$ cat config.mk
export PLATFORM = sky130hd
export DESIGN_NAME = dpll_phase_filter
export DESIGN_NICKNAME = d
export VERILOG_FILES = /design/src/rtl/dpll_pkg.sv /design/src/rtl/edge_synchronizer.sv /design/src/rtl/dpll_phase_filter.sv
export SDC_FILE = /design/constraint.sdc
export NUM_CORES = 1
export LEC_CHECK = 0
export CAP_MARGIN = 25
export CORE_UTILIZATION = 25
export DETAILED_ROUTE_END_ITERATION = 12
export GPL_TIMING_DRIVEN = 0
export RECOVER_POWER = 100
export SYNTH_ARGS = -nofsm -noshare
export SYNTH_HDL_FRONTEND = slang
export SYNTH_SLANG_ARGS = --single-unit
$ cat constraint.sdc
create_clock -name MainClock -period 2.6 [get_ports MainClock]
set_clock_uncertainty 0.2 [all_clocks]
set_input_delay 0.39 -clock MainClock [delete_from_list [all_inputs] [get_ports MainClock]]
set_output_delay 0.39 -clock MainClock [all_outputs]
set_load 0.01 [all_outputs]
$ cat src/rtl/dpll_pkg.sv
// Shared constants and types for the DPLL phase detector / random-walk filter.
package dpll_pkg;

  localparam int DefFilterK       = 8;
  localparam int DefCounterWidth  = 8;
  localparam int DefLockThreshold = 16;
  localparam int LockWidth        = 8;

  typedef enum logic [1:0] {
    NONE = 2'd0,
    LEAD = 2'd1,
    LAG  = 2'd2
  } phaseDecision_e;

  // Filter state after one lead/lag decision.
  typedef struct packed {
    logic pulsePos;
    logic pulseNeg;
  } correction_t;

  function automatic logic [LockWidth-1:0] satInc(input logic [LockWidth-1:0] val);
    return (&val) ? val : val + LockWidth'(1);
  endfunction

endpackage

$ cat src/rtl/edge_synchronizer.sv
// Two-flop synchronizer plus history flop; Rise is a one-cycle pulse on a
// synchronized 0->1 transition of AsyncIn.
module edge_synchronizer (
  input  logic MainClock,
  input  logic ResetN,
  input  logic AsyncIn,
  output logic Level,
  output logic Rise
);

  // syncPipe[0]=s1, [1]=s2, [2]=s3 (history)
  logic [2:0] syncPipe;

  always_ff @(posedge MainClock) begin
    if (!ResetN) syncPipe <= '0;
    else         syncPipe <= {syncPipe[1:0], AsyncIn};
  end

  assign Level = syncPipe[1];
  assign Rise  = syncPipe[1] & ~syncPipe[2];

endmodule

$ cat src/rtl/dpll_phase_filter.sv
// Phase detector, saturating random-walk filter and lock detector feeding the
// DPLL divider with one-cycle Positive/Negative correction pulses.
module dpll_phase_filter
  import dpll_pkg::*;
#(
  parameter int FilterK       = DefFilterK,
  parameter int CounterWidth  = DefCounterWidth,
  parameter int LockThreshold = DefLockThreshold
) (
  input  logic                           MainClock,
  input  logic                           ResetN,
  input  logic                           ReferenceIn,
  input  logic                           FeedbackIn,
  input  logic                           Enable,
  output logic                           Positive,
  output logic                           Negative,
  output logic signed [CounterWidth-1:0] FilterCount,
  output logic                           Locked
);

  localparam logic signed [CounterWidth-1:0] UpperLimit = CounterWidth'(FilterK - 1);
  localparam logic signed [CounterWidth-1:0] LowerLimit = -UpperLimit;
  localparam logic signed [CounterWidth-1:0] CountOne   = CounterWidth'(1);
  localparam logic [LockWidth-1:0]           LockLimit  = LockWidth'(LockThreshold);

  logic refRise;
  logic refLevel;

  edge_synchronizer refSync (
    .MainClock (MainClock),
    .ResetN    (ResetN),
    .AsyncIn   (ReferenceIn),
    .Level     (refLevel),
    .Rise      (refRise)
  );

  phaseDecision_e decision;

  always_comb begin
    decision = NONE;
    if (refRise) decision = FeedbackIn ? LEAD : LAG;
  end

  logic signed [CounterWidth-1:0] countNext;
  correction_t                    corrNext;
  logic [LockWidth-1:0]           lockCount;
  logic [LockWidth-1:0]           lockNext;

  // Reaching +/-FilterK is detected one step early so the counter never
  // leaves -(FilterK-1)..+(FilterK-1) and never needs a wider comparison.
  always_comb begin
    countNext = FilterCount;
    corrNext  = '0;
    lockNext  = lockCount;
    if (Enable) begin
      unique case (decision)
        LEAD: begin
          if (FilterCount == UpperLimit) begin
            countNext         = '0;
            corrNext.pulsePos = 1'b1;
          end else begin
            countNext = FilterCount + CountOne;
          end
        end
        LAG: begin
          if (FilterCount == LowerLimit) begin
            countNext         = '0;
            corrNext.pulseNeg = 1'b1;
          end else begin
            countNext = FilterCount - CountOne;
          end
        end
        default: ;
      endcase
      if (corrNext.pulsePos || corrNext.pulseNeg) lockNext = '0;
      else if (decision != NONE)                  lockNext = satInc(lockCount);
    end
  end

  always_ff @(posedge MainClock) begin
    if (!ResetN) begin
      FilterCount <= '0;
      lockCount   <= '0;
      Positive    <= 1'b0;
      Negative    <= 1'b0;
      Locked      <= 1'b0;
    end else begin
      FilterCount <= countNext;
      lockCount   <= lockNext;
      Positive    <= corrNext.pulsePos;
      Negative    <= corrNext.pulseNeg;
      Locked      <= (lockNext >= LockLimit);
    end
  end

  logic unusedLevel;
  assign unusedLevel = refLevel;

endmodule

==> results of run 1 <==
## worst max-delay path by stage
stage	start	end	cells after the start
5_1_grt	FilterCount[0]	lockCount[6]	7
3_3_place_gp	Enable	Locked	6
2_1_floorplan	FilterCount[0]	lockCount[6]	7
6_report	FilterCount[0]	lockCount[6]	7
4_1_cts	FilterCount[0]	lockCount[6]	7
3_5_place_dp	Enable	FilterCount[2]	6
## logic make-up (layout without fill, tap and decap cells)
logic type	count (synthesis)	in the layout	synth area share [%]
AND/OR/NAND/NOR	68	68	31.8
adder cells (fa/ha/maj)	4	4	4.00
XOR/XNOR	5	5	3.50
flip-flops	22	22	35.2
multiplexers	6	6	4.80
buffers and inverters	12	29	4.59
AO/OA/AOI/OAI	33	33	16.2
## final cells by class
cell class              count  area share [%]
flip-flops and latches     22            29.1
inverters                   4           0.992
well taps                  67            5.54
plain buffers               8            2.56
clock buffers               3            2.73
repair buffers             14            9.26
multi-input cells         116            49.8
## stage by stage
stage | power [mW] | utilization, %
after detailed placement | 0.420 | 30.8
final | 0.617 | 31.6
after global placement | 0.419 | 30.8
after CTS | 0.627 | 31.7
after global routing | 0.647 | 31.6
after floorplan | 0.396 | -
## sequential cells by signal (all words and copies together) (netlist names)
name	flops
FilterCount	8
Locked	1
Negative	1
Positive	1
lockCount	8
refSync.syncPipe	3
## routing by layer
layer | track usage [%] | up-vias | routed length (um)
li1 | - | 589 | -
met1 | 15.7 | 529 | 1420
met2 | 18.8 | 17 | 1330
met3 | 3.45 | 2 | 98
met4 | 3.49 | 0 | 12
met5 | 0 | - | 0
## worst reg2reg max path, stage by stage, from the launching register on
cell and delay [ns]:
dfxtp_1 0.50, ha_1 0.26, nand2_1 0.13, nor4_4 0.30, a21oi_1 0.11, o21ai_1 0.26
clkbuf_2 0.29, a211oi_1 0.07
## power by group through the flow
| stage | sequential, mW | combinational, mW | clock, mW |
|---|---|---|---|
| after CTS | 0.351 | 0.0606 | 0.215 |
| after global routing | 0.353 | 0.0637 | 0.230 |
| final | 0.351 | 0.0575 | 0.208 |
| after detailed placement | 0.359 | 0.0604 | 0 |
| after global placement | 0.359 | 0.0600 | 0 |
| after floorplan | 0.359 | 0.0371 | 0 |
## layout by cell type (no fill, tap or decap), drive strengths merged, types with 2 or more instances in the layout
cell type,Yosys,final
dfxtp,22,22
nand2,13,13
nor2,13,13
a21oi,12,12
dlygate4sd3,0,12
clkbuf,5,10
o21ai,7,7
nand4,6,6
mux2i,6,6
nand3,6,6
a211oi,5,5
inv,4,4
nand3b,4,4
nor3,4,4
and3,4,4
ha,4,4
xnor2,3,3
and2,3,3
nor4,3,3
or3b,2,2
a31oi,2,2
nor2b,2,2
xor2,2,2
and4,2,2
o32ai,2,2
clkdlybuf4s50,0,2
nor3b,2,2
## synth_stat cells (all sizes together)
cell type   n  share of area (%)
a211oi      5                3.0
a21boi      1               0.60
a21oi      12                4.8
a221oi      1               0.70
a31oi       2                1.0
and2        3                1.5
and3        4                2.0
and3b       1               0.70
and4        2                1.4
buf         3                1.9
clkbuf      5                1.5
dfxtp      22                 35
ha          4                4.0
inv         4                1.2
mux2i       6                4.8
nand2      13                3.9
nand3       6                2.4
nand3b      4                2.4
nand4       6                3.0
nor2       13                3.9
nor2b       2                1.0
nor3        4                1.6
nor3b       2                1.6
nor4        3                2.7
o21ai       7                2.8
o21bai      1               0.60
o221ai      1               0.70
o31ai       1               0.60
o32ai       2                1.4
or3         1               0.90
or3b        2                1.4
or4         1               0.60
or4b        1               0.80
xnor2       3                2.1
xor2        2                1.4
==> run summary, run 1 <==
After layout, the worst setup slack is 0.348 ns. Clock input transition at the sequential cells of the worst setup and hold paths: 0.08 ns. The tools report the reg-to-reg critical path endpoint as lockCount[6].

The run gives 12 as the maximum number of pins on one net before global-route repair. The path with the worst hold slack has its endpoint at refSync.syncPipe[1]. After detailed routing, the number of remaining DRC violations is 0. The analysis attributes to cell leakage a power of 0.550 nW. The ratio of routed vias to standard cells is 4.86. Yosys printed 0 warnings.

The logs give 5300 um^2 for the die outline area and 0.472 mW for the internal power component. The pin slew with the least headroom to its limit is 0.592 ns, and the remaining antenna violation count after routing is 0. The detailed-router iteration count before antenna repair came out at 4. Horizontal extent of the die: 72.8 um.

The logs give 2 for the maximum clock insertion buffer count and 0 for the total count of max-transition violations in the final report. The root buffer cell chosen for the clock tree is clkbuf_8. Time the final worst path needs with I/O delays and setup: 2.25 ns. The data required time at the worst endpoint came out at 2.54 ns.

For flop-to-flop paths, the worst setup slack is 0.35 ns. The worst setup path is launched from a flip-flop. The run gives 60.2% as the tightest slew margin relative to the limit. The routed design has 2860 um of wire. Post-CTS setup repair buffer count: 0. Dividing total power by cell area gives a power density of 407 nW/um^2. The multi-input gate area in the final layout came out at 754 um^2. Among all stages on the critical path, the largest delay is contributed by dfxtp_1.

Synthesis produced a netlist whose cell count is 150. Compared with the post-synthesis result, the final layout area differs by 20.9%. Each instance of the synthesized netlist takes up on average 8.35 um^2. Setup repair after global routing left no endpoint under its margin. The worst register-to-register path has a depth of 7.

The initial utilization of the core area, before any placement, comes to 26.2%. The final clock period utilization by the worst path works out to 86.6%. The cell family contributing the most delay on the critical path is flip-flops. Setup violations remaining at the end of the flow were counted as 0.

The logs give 16 for the number of top-level pins and 22 for the clock net sink count. For this design, the CTS-stage hold fixing added 0 buffers. The final hold slack came out at 0.240 ns. The sum of buffers and inverters on the critical path is 1. The sequential cell area fraction in the yosys report was 35.2%. The tools report the global-route usage over all layers as 11.9%. The worst-case IR drop observed on VDD is 0.209 mV.

The post-CTS resize count was 0; the via count of the first global-routing pass was 1,065. Synthesis instantiated 40 different standard cells from the library. The startpoint of the most critical hold path is refSync.syncPipe[0]. The core region is 4790 um^2. The die is 72.8 um tall.

After floorplanning, the core was divided into 25 placement rows. Along the worst path, the maximum fanout reaches 10. The final non-filler cell total was 234; the share of cells above drive strength 1 was 4.79%.

Type of the worst setup path: flip-flop to flip-flop. In the final routed layout, each cell accounts on average for 12.2 um. The tools report the critical path capture point type as a flip-flop. The first global-routing pass estimated 4910 um of wire. Final-report hold violation count: 0.

Prior to clock tree synthesis, the placed netlist has a worst setup slack of 0.163 ns. The port buffer count is 14, and the vias after detailed routing is 1,137. For this block, the initial DRC count from the detailed router was 48. The share of total power in the clock network is 33.7%, and the leftover overflow at the end of global routing is 0. The placed cell area came out at 1480 um^2.

The worst flop-to-flop path startpoint is FilterCount[0]. The run gives 0 as the number of antenna violations at the first check in global routing. Final cell area excluding filler cells: 1510 um^2.

The path class of the tightest hold or removal check is flip-flop to flip-flop. Number of buffers added by the clock tree synthesis step: 3. The final layout contains 178 nets. The flow ran to the end, and the final reports show no timing, DRC or antenna violations.

Number of H-tree levels: 1. The HPWL after detailed placement is 2080 um. The tools report the maximum operating frequency as 0.444 GHz.

The number of flip-flops and latches in the synthesized netlist is 22. In this run switching power makes up 23.6% of total power. The mapped netlist covers 1250 um^2. Combinational logic is responsible for 9.3% of the overall power. Max-cap violations in this run came to 0. The signal on the critical path passes through ha_1 > nand2_1 > nor4_4 > a21oi_1 > o21ai_1 > clkbuf_2 > a211oi_1.

The maximum cell stage delay along the critical path is 0.50 ns, and the worst hold path depth is 1. In the final layout, flip-flops and latches occupy 440 um^2. The final sum of negative setup slack was 0 ns.

The layout has 508 filler cells. The fraction of power consumed by sequential logic is 57.0%, and the final RePlAce weighted congestion is 0.814. The net switching component of the power is 0.145 mW, and the cell count after placement is 231.

The number of antenna diodes is 0. The net count after synthesis is 159, and the clock latency at the later pin of the worst-skew pair is 0.26 ns. TritonCTS built the clock tree. For the worst setup path, the data arrival time is 2.19 ns.
Note: power is estimated with default switching activity, not from simulation.
==> inputs of run 2 (changes only) <==
RECOVER_POWER = 25   (was 100)
SKIP_LAST_GASP = 1   (was default)
==> run 2 against run 1 <==
Net effect: combinational power rose by 4.0%; global-route usage did not move; wire length up 0.70%; first-iteration DRC count rose by 21%; critical path type unchanged.
==> run summary, run 2 (synthesized netlist as in run 1, its figures left out) <==
Total of hold buffers inserted after clock tree synthesis: 0. Share of cells above drive strength 1: 4.79%. The floorplan step defined a die boundary enclosing 5300 um^2. The initial utilization of the core area, before any placement, comes to 26.2%.

Max-cap violations in this run came to 0. The worst hold-check path type is flip-flop to flip-flop. The pin slew with the least headroom to its limit came out at 0.599 ns.

For the placement-stage worst setup slack, the log shows 0.163 ns. Clock input transition at the sequential cells of the worst setup and hold paths: 0.08 ns. After floorplanning, the core was sized to cover 4790 um^2. The final route contains 1,136 vias. STA classifies the critical path endpoint as a flip-flop.

After detailed routing, the average wire length per cell comes to 12.3 um. The analysis attributes to cell leakage a power of 0.528 nW. Number of antenna violations at the first check in global routing: 0. The analysis attributes to net switching a power of 0.147 mW. The final RePlAce weighted congestion is 0.814. The final-report hold violation count was 0; the post-CTS resize count was 0. Along the worst path, the maximum fanout reaches 10. The critical path in this run is classified as flip-flop to flip-flop. For the fraction of power consumed by sequential logic, the log shows 56.7%. The first detailed-routing pass ran for 4 iterations. The clock network accounts for 33.7% of the total power. In the final design database the tool counted 178 nets. After layout, the worst path uses 84.3% of the clock period. The logs give 0.26 ns for the clock latency at the later pin of the worst-skew pair and 0 for the remaining antenna violation count after routing. The number of H-tree levels was 1. The growth of design area from synthesis to finish was 21.1%; the number of DRC violations after detailed routing was 0.

Summed over all layers, the global routing overflow is 0. The tools report the number of antenna diodes as 0. In this run the vertical extent of the chip is 72.8 um. For the total count of max-transition violations in the final report, the log shows 0. The data required time at the worst endpoint was 2.54 ns. The power density over the cells is 409 nW/um^2. Buffers inserted during clock tree synthesis total 3. The maximum clock insertion buffer count is 2. The run gives 0.474 mW as the internal power component. Setup slack on the critical path of the routed design comes to 0.409 ns.

Headroom to the max-slew limit came out at 59.8%. Setup total negative slack on the finished layout was measured at 0 ns. During placement, the flow inserted port buffers numbering 14.

The ratio of routed vias to standard cells came out at 4.85. For the worst setup path, the data arrival time is 2.13 ns. Entering global routing, the biggest net connects 12 pins. Per report_power, the combinational group accounts for 9.6% of the total. STA classifies the critical path startpoint as a flip-flop. HPWL reported at the end of detailed placement: 2080 um.

The flow ran to the end, and the final reports show no timing, DRC or antenna violations. Setup repair after global routing left no endpoint under its margin. For the layout filler cell count, the log shows 507. Horizontal extent of the die: 72.8 um. The library cells used most frequently in the layout, excluding fill and tap cells, are dfxtp_1 (22), nand2_1 (13), nor2_1 (13), a21oi_1 (12), clkdlybuf4s50_1 (10). Of the total power, the share spent switching nets is 23.6%. TritonCTS built the clock tree. The floorplan has 25 rows.

The total routed wirelength is 2880 um, and the number of top-level pins is 16. The run gives 4910 um as the wire length of the first global-routing pass. For the finished layout, the period the worst path requires is 2.19 ns. The maximum operating frequency is 0.456 GHz. The final setup violation count came out at 0.

CTS placed an instance of clkbuf_8 at the clock tree root. Measured on the finished design, the core utilization comes to 31.7%. The tools report the global-route usage over all layers as 11.9%. The clock net sink count was 22; the via count of the first global-routing pass was 1,065. The largest registers in the layout are FilterCount x8, lockCount x8, refSync.syncPipe x3. The worst-case IR drop observed on VDD is 0.209 mV. The tools report the post-CTS setup repair buffer count as 0. The library cell used most frequently in the layout, excluding fill and tap cells, is dfxtp_1. In this run, the number of DRC markers left after iteration 0 of detailed routing was 58.
[run 2: cell types whose count changed in the layout (fill, tap and decap cells not counted)]
cell and change:
a21boi_0 -1, a21boi_1 +1, buf_4 +1, clkbuf_2 -1
clkdlybuf4s50_1 +8, dlygate4sd3_1 -8, o21ai_0 -2, o21ai_1 +2
[run 2: power groups by stage]
| stage | Clock [mW] | Combinational (mW) | Sequential [mW] |
|---|---|---|---|
| floorplan | 0 | 0.0371 | 0.359 |
| global placement | 0 | 0.0600 | 0.359 |
| detailed placement | 0 | 0.0604 | 0.359 |
| CTS | 0.215 | 0.0606 | 0.351 |
| global route | 0.230 | 0.0658 | 0.353 |
| finish | 0.209 | 0.0598 | 0.352 |
[run 2: routing by layer]
| layer | share of wire (%) | track usage (%) | wire length [um] |
|---|---|---|---|
| met1 | 51 | 15.7 | 1460 |
| met2 | 46 | 18.8 | 1320 |
| met3 | 3.1 | 3.45 | 89 |
| met4 | 0.42 | 3.49 | 12 |
| met5 | 0 | 0 | 0 |
[run 2: layout make-up]
cell class              instances  area [um^2]  share of cell area (%)
well taps                      67         83.8                    5.53
inverters                       4         15.0                   0.990
plain buffers                   8         41.3                    2.72
flip-flops and latches         22          440                    29.0
clock buffers                   3         41.3                    2.72
repair buffers                 14          140                    9.24
multi-input cells             116          754                    49.8
[run 2: worst max-delay path: stages (launching register included)]
cell and delay (ns):
dfxtp_1 0.50, ha_1 0.26, nand2_1 0.13, nor4_4 0.30, a21oi_1 0.11, o21ai_1 0.26
buf_4 0.24, a211oi_1 0.06
[run 2: worst paths after layout]
check                      start                  end  slack [ns]  cells after the start
max               FilterCount[0]         lockCount[6]        0.41                      7
min reg2reg  refSync.syncPipe[0]  refSync.syncPipe[1]        0.24                      1
max reg2reg       FilterCount[0]         lockCount[6]        0.41                      7
min          refSync.syncPipe[0]  refSync.syncPipe[1]        0.24                      1
[run 2: metrics by stage]
step	total power [mW]	instance area, um^2	hold slack (ns)	cells
2_1_floorplan	0.396	1250	0.212	150
3_3_place_gp	0.419	1480	0.221	231
3_5_place_dp	0.420	1480	0.228	231
4_1_cts	0.627	1520	0.243	234
5_1_grt	0.649	1520	0.250	234
6_report	0.620	1520	0.240	234
